==> src/rtl/mem_wb_stage.sv <==
// MEM/WB pipeline register with writeback select, load formatting and load-wait stall.
// Optional load timeout force-retire is enabled by defining WB_LOAD_TIMEOUT_EN.
//
// state  | meaning
// S_RUN  | no load waiting, or a load got its data in its first WB cycle
// S_WAIT | load held in WB, stalling upstream until dmem_rvalid (or timeout)
module mem_wb_stage #(
    parameter int REGISTER_WIDTH      = 32,
    parameter int REGISTER_ADDR_WIDTH = 5,
    parameter int LOAD_TIMEOUT_CYCLES = 16
) (
    input  logic                           cpu_clk,
    input  logic                           cpu_rst,
    input  logic                           mem_valid,
    input  logic                           mem_reg_write,
    input  logic [REGISTER_ADDR_WIDTH-1:0] mem_rd_addr,
    input  logic [1:0]                     mem_wb_sel,
    input  logic [2:0]                     mem_funct3,
    input  logic [REGISTER_WIDTH-1:0]      mem_alu_result,
    input  logic [REGISTER_WIDTH-1:0]      mem_pc_plus4,
    input  logic                           dmem_rvalid,
    input  logic [REGISTER_WIDTH-1:0]      dmem_rdata,
    output logic                           wb_stall,
    output logic                           wb_valid,
    output logic                           we,
    output logic [REGISTER_ADDR_WIDTH-1:0] wd_addr,
    output logic [REGISTER_WIDTH-1:0]      wd_data,
    output logic                           wb_load_timeout
);

    localparam int CNT_W = $clog2(LOAD_TIMEOUT_CYCLES + 1);
    localparam logic [CNT_W-1:0] CNT_MAX = '1;

    typedef enum logic {S_RUN, S_WAIT} state_t;

    state_t                    state;
    logic [CNT_W-1:0]          wait_cnt;
    logic                      wb_reg_write;
    logic [1:0]                wb_sel;
    logic [2:0]                wb_funct3;
    logic [REGISTER_WIDTH-1:0] wb_alu_result;
    logic [REGISTER_WIDTH-1:0] wb_pc_plus4;

    logic                      is_load;
    logic                      timeout_fire;
    logic                      load_done;
    logic [7:0]                byte_val;
    logic [15:0]               half_val;
    logic [REGISTER_WIDTH-1:0] load_data;
    logic [REGISTER_WIDTH-1:0] sel_data;

`ifdef WB_LOAD_TIMEOUT_EN
    localparam logic [CNT_W-1:0] TIMEOUT_CNT = CNT_W'(LOAD_TIMEOUT_CYCLES);
    logic timeout_q;

    assign timeout_fire    = (state == S_WAIT) && (wait_cnt == TIMEOUT_CNT) && !dmem_rvalid;
    assign wb_load_timeout = timeout_q;

    always_ff @(posedge cpu_clk or posedge cpu_rst) begin
        if (cpu_rst)
            timeout_q <= 1'b0;
        else if (timeout_fire)
            timeout_q <= 1'b1;
    end
`else
    assign timeout_fire    = 1'b0;
    assign wb_load_timeout = 1'b0;
`endif

    // Stall is a function of WB state and dmem only, never of mem_* inputs.
    assign is_load   = wb_valid && (wb_sel == 2'b01);
    assign load_done = dmem_rvalid || timeout_fire;
    assign wb_stall  = is_load && !load_done;
    assign we        = wb_valid && wb_reg_write && (wd_addr != '0) && (!is_load || load_done);

    assign byte_val = dmem_rdata[{wb_alu_result[1:0], 3'b000} +: 8];
    assign half_val = wb_alu_result[1] ? dmem_rdata[31:16] : dmem_rdata[15:0];

    always_comb begin
        load_data = dmem_rdata;
        case (wb_funct3)
            3'b000:  load_data = {{(REGISTER_WIDTH-8){byte_val[7]}}, byte_val};
            3'b100:  load_data = {{(REGISTER_WIDTH-8){1'b0}}, byte_val};
            3'b001:  load_data = {{(REGISTER_WIDTH-16){half_val[15]}}, half_val};
            3'b101:  load_data = {{(REGISTER_WIDTH-16){1'b0}}, half_val};
            default: load_data = dmem_rdata;
        endcase
    end

    always_comb begin
        sel_data = wb_alu_result;
        case (wb_sel)
            2'b01:   sel_data = load_data;
            2'b10:   sel_data = wb_pc_plus4;
            default: sel_data = wb_alu_result;
        endcase
    end

    // Zero when not writing keeps the ID-stage bypass clean; a timed-out load writes 0.
    assign wd_data = (we && !timeout_fire) ? sel_data : '0;

    always_ff @(posedge cpu_clk or posedge cpu_rst) begin
        if (cpu_rst) begin
            state         <= S_RUN;
            wait_cnt      <= '0;
            wb_valid      <= 1'b0;
            wb_reg_write  <= 1'b0;
            wd_addr       <= '0;
            wb_sel        <= 2'b00;
            wb_funct3     <= 3'b000;
            wb_alu_result <= '0;
            wb_pc_plus4   <= '0;
        end else begin
            if (!wb_stall) begin
                wb_valid      <= mem_valid;
                wb_reg_write  <= mem_reg_write;
                wd_addr       <= mem_rd_addr;
                wb_sel        <= mem_wb_sel;
                wb_funct3     <= mem_funct3;
                wb_alu_result <= mem_alu_result;
                wb_pc_plus4   <= mem_pc_plus4;
            end
            case (state)
                S_RUN: begin
                    if (is_load && !dmem_rvalid) begin
                        state    <= S_WAIT;
                        wait_cnt <= CNT_W'(1);
                    end
                end
                S_WAIT: begin
                    if (dmem_rvalid || timeout_fire) begin
                        state    <= S_RUN;
                        wait_cnt <= '0;
                    end else if (wait_cnt != CNT_MAX) begin
                        wait_cnt <= wait_cnt + CNT_W'(1);
                    end
                end
                default: begin
                    state    <= S_RUN;
                    wait_cnt <= '0;
                end
            endcase
        end
    end

endmodule
==> config.mk <==
export PLATFORM = sky130hd
export DESIGN_NAME = mem_wb_stage
export DESIGN_NICKNAME = d
export VERILOG_FILES = /design/src/rtl/mem_wb_stage.sv
export SDC_FILE = /design/constraint.sdc
export NUM_CORES = 1
export LEC_CHECK = 0
export ABC_AREA = 1
export ABC_CLOCK_PERIOD_IN_PS = 2300
export BUFFER_PORTS_ARGS = -buffer_cell sky130_fd_sc_hd__buf_2
export CAP_MARGIN = 20
export CORE_UTILIZATION = 51
export DETAILED_ROUTE_END_ITERATION = 10
export PLACE_DENSITY = 0.81
export SLEW_MARGIN = 20
export SYNTH_ARGS = -nofsm -noshare
export SYNTH_HDL_FRONTEND = slang
export SYNTH_SLANG_ARGS = --single-unit
==> constraint.sdc <==
create_clock -name cpu_clk -period 2.3 [get_ports cpu_clk]
set_input_delay 0.115 -clock cpu_clk [delete_from_list [all_inputs] [get_ports cpu_clk]]
set_output_delay 0.115 -clock cpu_clk [all_outputs]
set_load 0.03 [all_outputs]
==> results.rst, run 1 <==
.. list-table::
   :header-rows: 1

   * - Metric
     - Value
   * - Final antenna diode count
     - 0
   * - Buffers & Inverters on Critical Path
     - 5
   * - Minimum hold slack
     - -0.00396 ns
   * - Overall Global Routing Usage
     - between 30% and 40%
   * - Post-route minimum period
     - 2.19 ns
   * - Final HPWL from detailed placement
     - 9240 um
   * - Worst clock skew
     - 0.00721 ns
   * - Clock latency reported for the late side of the worst-skew pair
     - 0.34 ns
   * - Clock slew seen by the registers of the worst setup and hold paths
     - 0.08 ns
   * - RD Place Congestion
     - 0.904
   * - Kind of cell with the highest combined delay on the critical path
     - buffers and inverters
   * - Root Driver
     - clkbuf_8
   * - Post-Synthesis Cells
     - 637
   * - Final Instance Count excl. Fillers
     - 951
   * - Synth Warn #
     - 0
   * - Max-cap violation count
     - 0
   * - Net switching component of the power
     - about 1.2 mW
   * - WS Path Type
     - reg -> out
   * - Synthesis-to-finish area growth
     - 39.6%
   * - Clock share of power
     - about 30%
   * - Average size of a mapped cell
     - 6.94 um2
   * - Iteration count of the initial detailed-routing pass
     - 5
   * - CP max-delay cell
     - dfrtp_1
   * - Synthesis-stage register bit count
     - 76
   * - Period utilisation layout
     - 95.2%
   * - Post-detailed-route DRC marker count
     - 0
   * - Commonest non-fill, non-tap cell in the layout
     - nand2_1
   * - Clk sink count
     - 76
   * - Hold Vio Cnt, Final
     - 1
   * - CTS HTree Levels
     - 3
   * - Max clock buf depth
     - 2
   * - Syn nets
     - 750
   * - Int Power
     - 2.38 mW
   * - Ports
     - 152
   * - Final-report setup violation count
     - 0
   * - Status
     - finished, violations left
   * - Sequential Power Share
     - a little over two fifths
   * - Worst IR drop on VDD
     - around 0.00037 V
   * - CP Data Required Time
     - approximately 2.2 ns
   * - Failing checks
     - negative hold slack
   * - Via count of the first global-routing pass
     - 4866
   * - Overall die area
     - 9040 um2
   * - Combinational cell fraction of total power
     - 28.0%
   * - Core Footprint
     - roughly 8300 um2
   * - Initial standard-cell utilization of the core
     - 53.2%
   * - First-pass GRT wire length
     - approximately 23000 um
   * - Standard-cell rows
     - 33
   * - Netlist cell types
     - 25
   * - TritonCTS clock tree
     - yes
   * - Post-Synthesis Cell Area
     - 4420 um2
   * - Post-route antenna net violation count
     - 0
   * - Layout net count
     - roughly 950
   * - Pins over their slew limit
     - 0
   * - Number of vias in the routed layout
     - approximately 5.1k
   * - Share of total power consumed by net switching
     - 32.9%
   * - Peak clock frequency supported by timing
     - about 460 MHz
   * - Startpoint kind of the worst setup timing path
     - flip-flop
   * - Initial antenna violation count
     - 0
   * - Power density of the placed cells
     - 575 nW/um2
   * - Total clock buffers created by CTS
     - 9
   * - Aggregate routed wire length
     - 14400 um
   * - Maximum number of pins on one net before global-route repair
     - 88
   * - Drt via density
     - 5.41
   * - Die span in y
     - 95.1 um
   * - Crit path max fanout
     - 33
   * - Wirelength per Cell
     - 15.1 um
   * - Largest incremental delay on the critical path
     - roughly 0.38 ns
   * - List of cells traversed by the critical path
     - inv_1, ha_1, inv_2, nor2_1, nor2_1, o21ai_1, inv_1, buf_12, o21ai_0, a21oi_1, buf_4
   * - Critical Path Sink Type
     - output port
   * - Slew HR
     - 47.2%
   * - Sequential element share of the synthesized area
     - 43.0%
   * - Proportion of layout cells with a drive suffix above 1
     - 25.7%
   * - Hold Path Class
     - in -> reg
   * - Starting DRC count in detailed routing
     - 539
   * - Die Wd
     - 95.1 um
   * - CP arrival
     - around 2.1 ns
   * - Number of buffer cells added on primary ports
     - 150
   * - Grt ovf
     - 0
   * - Most frequent cells in the layout
     - nand2_1 (264), buf_2 (146), dfrtp_1 (75)
   * - Placed cells
     - roughly 860
   * - Standby leakage power
     - between 3 and 4 nW
   * - Actual slew at the worst max-slew pin
     - between 0.7 and 0.8 ns
[cell type report]
cell class                 count  area (um2)
tap                          105         131
clock inverter                 3        45.0
clock buffer                  13         159
fill                         648        2130
timing repair buffer         234        1630
multi-input combinational    498        2210
inverter                      22        87.6
sequential                    76        1900
[power by group through the flow]
stage	sequential, mW	clock (mW)	combinational [mW]
after floorplan	1.52	0	0.585
after global placement	1.51	0	0.850
after detailed placement	1.52	0	0.863
after CTS	1.49	1.07	0.960
after global routing	1.51	1.12	1.09
final	1.50	1.05	0.995
[cells by family after synthesis]
family,share of synthesized area [%]
and+or+nand+nor,34.4
AOI/OAI and AO/OA,14.9
DFF,43.0
buffers and inverters,7.08
adders and majority gates,0.566
other,0.0849
[cells in the mapped netlist, drive strengths merged]
cell type  instances  area [um2]
a21oi             68         378
o22ai              7        43.8
conb               1        3.75
or2                1        6.26
nor2              65         251
ha                 2        25.0
o21ai             47         235
and2               7        43.8
inv               22        87.6
nand3             18         100
buf               23         158
clkbuf            18        67.6
dfrtp             76        1900
nand2            282        1120
[final timing paths]
| path | end | slack [ns] | depth (start not counted) | start |
|---|---|---|---|---|
| min reg2reg | wb_alu_result[2] | 0.47 | 2 | wb_alu_result[2] |
| max reg2reg | wb_pc_plus4[30] | 0.49 | 9 | wb_sel[1] |
| max in group asynchronous | wb_alu_result[1] | 1.12 | 4 | cpu_rst |
| max | wd_data[31] | 0.11 | 11 | wb_sel[1] |
| min | wd_addr[3] | -0.004 | 3 | mem_rd_addr[3] |
| min in group asynchronous | wb_alu_result[21] | 0.46 | 3 | cpu_rst |
[timing repair]
action | CTS | global route
setup buffers | 0 | 0
resized for setup | 0 | 15
hold buffers | 71 | 1
endpoints found under the setup margin | 0 | 32
hold endpoints to repair | 106 | 1
[worst register-to-register path: stages (launching register included)]
cell and delay [ns]:
dfrtp_1 0.41, inv_1 0.09, ha_1 0.18, inv_2 0.04, nor2_1 0.15, nand2_2 0.10
inv_2 0.34, buf_4 0.29, nand2_1 0.07, nand2_1 0.07
[flip-flops by register name (all words and copies together) (netlist names)]
name,flops
wb_alu_result,32
wb_funct3,3
wb_pc_plus4,32
wb_reg_write,1
wb_sel,2
wb_valid,1
wd_addr,5
[per-stage QoR]
stage                     TNS, ns  utilization (%)  power, mW  area (um2)  setup WS, ns
after detailed placement        0             62.7       2.38        5200         0.435
after floorplan                 0                -       2.10        4420         0.247
after global placement          0             62.7       2.37        5200         0.451
after CTS                       0             73.7       3.52        6120        0.0214
after global routing       -0.323             74.3       3.73        6170       -0.0362
final                           0             74.3       3.55        6170         0.112
[per-layer routing]
layer	track usage [%]	wire [um]	up-vias
li1	-	-	2416
met1	42.6	5610	2331
met2	53.2	6910	327
met3	7.42	1240	67
met4	17.7	613	0
met5	0	0	-
(Power assumes the default switching activity.)
==> run 2, diff against run 1 <==
Settings changed: CORE_UTILIZATION 51 to 45, PLACE_DENSITY 0.81 to 0.73.
==> run 2 against run 1 <==
Effect of this change: the flow now finishes without violations; highest routed layer unchanged; utilization shrank 7.9 points; critical path depth decreased by 2; combinational power about the same; critical endpoint is now wd_data[15]; setup slack lost 0.027 ns; design area increased by 0.95%; fmax down 1.2%; final cell count rose by 3.2%.
==> results.rst, run 2 (synthesis gave the netlist of run 1 again) <==
.. list-table::
   :header-rows: 1

   * - Metric
     - Value
   * - Clock slew seen by the registers of the worst setup and hold paths
     - 0.07 ns (about the same)
   * - Wirelength per Cell
     - 14.9 um (-1.6%)
   * - Leading registers by flop count
     - wb_alu_result: 32 flops, wb_pc_plus4: 32 flops, wd_addr: 5 flops
   * - Startpoint kind of the worst setup timing path
     - flip-flop
   * - CP Data Required Time
     - 2.18 ns (about the same)
   * - Endpoint of the worst register-to-register path
     - wb_alu_result[9]
   * - Post-CTS Repair Setup Buffers
     - 0 (unchanged)
   * - Hold Vio Cnt, Final
     - 0 (-1)
   * - Pins over their slew limit
     - 0 (unchanged)
   * - Setup repair after global routing missed its margin
     - yes
   * - Core Util, Final
     - 66.5% (-7.9 points)
   * - Maximum number of pins on one net before global-route repair
     - 45 (-49%)
   * - Post-detailed-route DRC marker count
     - 0 (unchanged)
   * - Post-route antenna net violation count
     - 0 (unchanged)
   * - Area post-placement
     - 5250 um2 (+0.79%)
   * - Dpl ws
     - 0.419 ns (-0.0157 ns)
   * - Sequential Power Share
     - 41.8% (-0.5 points)
   * - Die Wd
     - 101 um (+6.3%)
   * - Start of the worst register-to-register path
     - wb_sel[1]
   * - Final antenna diode count
     - 0 (unchanged)
   * - Post-route minimum period
     - 2.22 ns (+0.0272 ns)
   * - CP arrival
     - 2.10 ns (+0.03 ns)
   * - Initial standard-cell utilization of the core
     - 47.1% (-6.1 points)
   * - Clock share of power
     - 30.5% (+0.8 points)
   * - Placed cells
     - 890 (+3.1%)
   * - Iteration count of the initial detailed-routing pass
     - 7 (+2)
   * - Layout net count
     - 961 (+0.73%)
   * - Worst-case setup margin in the final layout
     - 0.0844 ns (-0.0272 ns)
   * - Number of buffer cells added on primary ports
     - 150 (unchanged)
   * - Standard-cell rows
     - 35 (+6.1%)
   * - WS Path Type
     - reg -> out
   * - TritonCTS clock tree
     - yes
   * - Final Instance Count excl. Fillers
     - 981 (+3.2%)
   * - Root Driver
     - clkbuf_8
   * - Status
     - finished, final reports clean
   * - Clk sink count
     - 76 (unchanged)
   * - Grt ovf
     - 0 (unchanged)
   * - Actual slew at the worst max-slew pin
     - 0.572 ns (-0.219 ns)
   * - Synthesis-to-finish area growth
     - 41.0%
   * - RD Place Congestion
     - 0.883 (-2.3%)
   * - Power consumption
     - 3.58 mW (+1.0%)
   * - Final-report setup violation count
     - 0 (unchanged)
   * - Overall Global Routing Usage
     - 29.4% (-4.0 points)
   * - Power density of the placed cells
     - 575 nW/um2 (about the same)
   * - Hold path startpoint
     - mem_funct3[1]
   * - Commonest non-fill, non-tap cell in the layout
     - nand2_1
   * - Crit path max fanout
     - 43 (+30%)
   * - Period utilisation layout
     - 96.3% (+1.2 points)
   * - Drt via density
     - 5.09 (-5.9%)
   * - Starting DRC count in detailed routing
     - 382 (-29%)
   * - Die span in y
     - 101 um (+6.3%)
   * - Overall die area
     - 10200 um2 (+13%)
   * - Clock latency reported for the late side of the worst-skew pair
     - 0.35 ns (about the same)
   * - Combinational cell fraction of total power
     - 27.7% (-0.3 points)
   * - Max clock buf depth
     - 2 (unchanged)
   * - Net switching component of the power
     - 1.16 mW (-0.47%)
   * - Slew HR
     - 61.8% (+15 points)
   * - Critical Path Sink Type
     - output port
   * - Total clock buffers created by CTS
     - 9 (unchanged)
   * - Standby leakage power
     - 3.26 nW (+0.77%)
   * - Worst-case reg-to-reg path depth
     - 9 (unchanged)
   * - Final HPWL from detailed placement
     - 9720 um (+5.1%)
   * - Max-cap violation count
     - 0 (unchanged)
   * - Number of vias in the routed layout
     - 4990 (-2.9%)
   * - Via count of the first global-routing pass
     - 4899 (+0.68%)
   * - First-pass GRT wire length
     - 23000 um (-0.36%)
   * - Most frequent cells in the layout
     - nand2_1 (264), buf_2 (149), dlygate4sd3_1 (76)
   * - Proportion of layout cells with a drive suffix above 1
     - 25.8% (+0.17 points)
   * - Share of total power consumed by net switching
     - 32.4% (-0.48 points)
   * - Initial antenna violation count
     - 1 (+1)
   * - Peak clock frequency supported by timing
     - 451 MHz (-1.2%)
   * - Int Power
     - 2.42 mW (+1.7%)
   * - Hold Path Depth
     - 3 (unchanged)
   * - Worst clock skew
     - 0.00890 ns (+0.00170 ns)
   * - Reg-to-reg setup timing slack
     - 0.64 ns (+0.15 ns)
   * - Aggregate routed wire length
     - 14600 um (+1.5%)
   * - Final Instance Area
     - 6230 um2 (+0.95%)
   * - Ports
     - 152 (unchanged)
   * - Core Footprint
     - 9370 um2 (+13%)
   * - Worst IR drop on VDD
     - 0.000347 V (-5.6%)
   * - Hold Path Sink
     - wb_funct3[1]
   * - Hold Path Class
     - in -> reg
   * - CTS HTree Levels
     - 3 (unchanged)
==> run 2: cell count changes in the layout (fill, tap and decap cells not counted), moves of 2 or more <==
cell / before / now
buf_4: 10 / 13
dlygate4sd3_1: 72 / 76
buf_2: 146 / 149
clkinv_2: 0 / 3
clkbuf_8: 11 / 9
==> run 2: per-stage QoR <==
step | TNS, ns | hold slack (ns)
final | 0 | 0.0325
after detailed placement | 0 | 0.189
after floorplan | 0 | 0.227
after global placement | 0 | 0.178
after global routing | -0.462 | 0.0404
after CTS | 0 | 0.0144
==> run 2: timing repair <==
item | CTS | global route
endpoints found under the setup margin | 0 | 32
hold buffers | 76 | 0
resized for setup | 0 | 6
hold endpoints to repair | 105 | 0
==> run 2: worst max path at each step <==
stage                          start                to  slack [ns]  depth (start not counted)
floorplan                    cpu_rst  wb_alu_result[0]        0.25                          1
global placement    wb_alu_result[1]       wd_data[31]        0.42                          9
detailed placement  wb_alu_result[1]       wd_data[18]        0.42                          9
CTS                 wb_alu_result[1]       wd_data[18]        0.02                          9
global route            wb_funct3[1]       wd_data[15]       -0.07                          9
finish                  wb_funct3[1]       wd_data[15]        0.08                          9
==> run 2: power by group through the flow <==
| stage | registers [mW] | clock network (mW) | logic [mW] |
|---|---|---|---|
| global placement | 1.52 | 0 | 0.860 |
| detailed placement | 1.52 | 0 | 0.873 |
| floorplan | 1.52 | 0 | 0.585 |
| global route | 1.51 | 1.16 | 1.09 |
| finish | 1.50 | 1.09 | 0.993 |
| CTS | 1.49 | 1.12 | 0.974 |
==> run 2: area by class of cell <==
type	count	area, um2
clock buffers	10	128
flip-flops and latches	76	1900
well taps	129	161
inverters	22	88.8
repair buffers	241	1660
fillers	823	3140
clock inverters	5	77.6
multi-input cells	498	2210
==> run 2: critical path, stage by stage, from the launching register on <==
cell	delay [ns]
dfrtp_1	0.45
inv_2	0.13
buf_4	0.38
nand2_1	0.12
nor2_1	0.12
nor2_1	0.05
nand2_1	0.07
nand2_1	0.06
a21oi_1	0.16
buf_2	0.22
==> run 2: layer usage <==
layer,vias to the layer above,GRT usage [%],wire [um]
li1,2433,-,-
met2,246,48.0,6830
met5,-,0,0
met1,2247,37.0,6070
met4,0,14.5,609
met3,64,6.31,1070
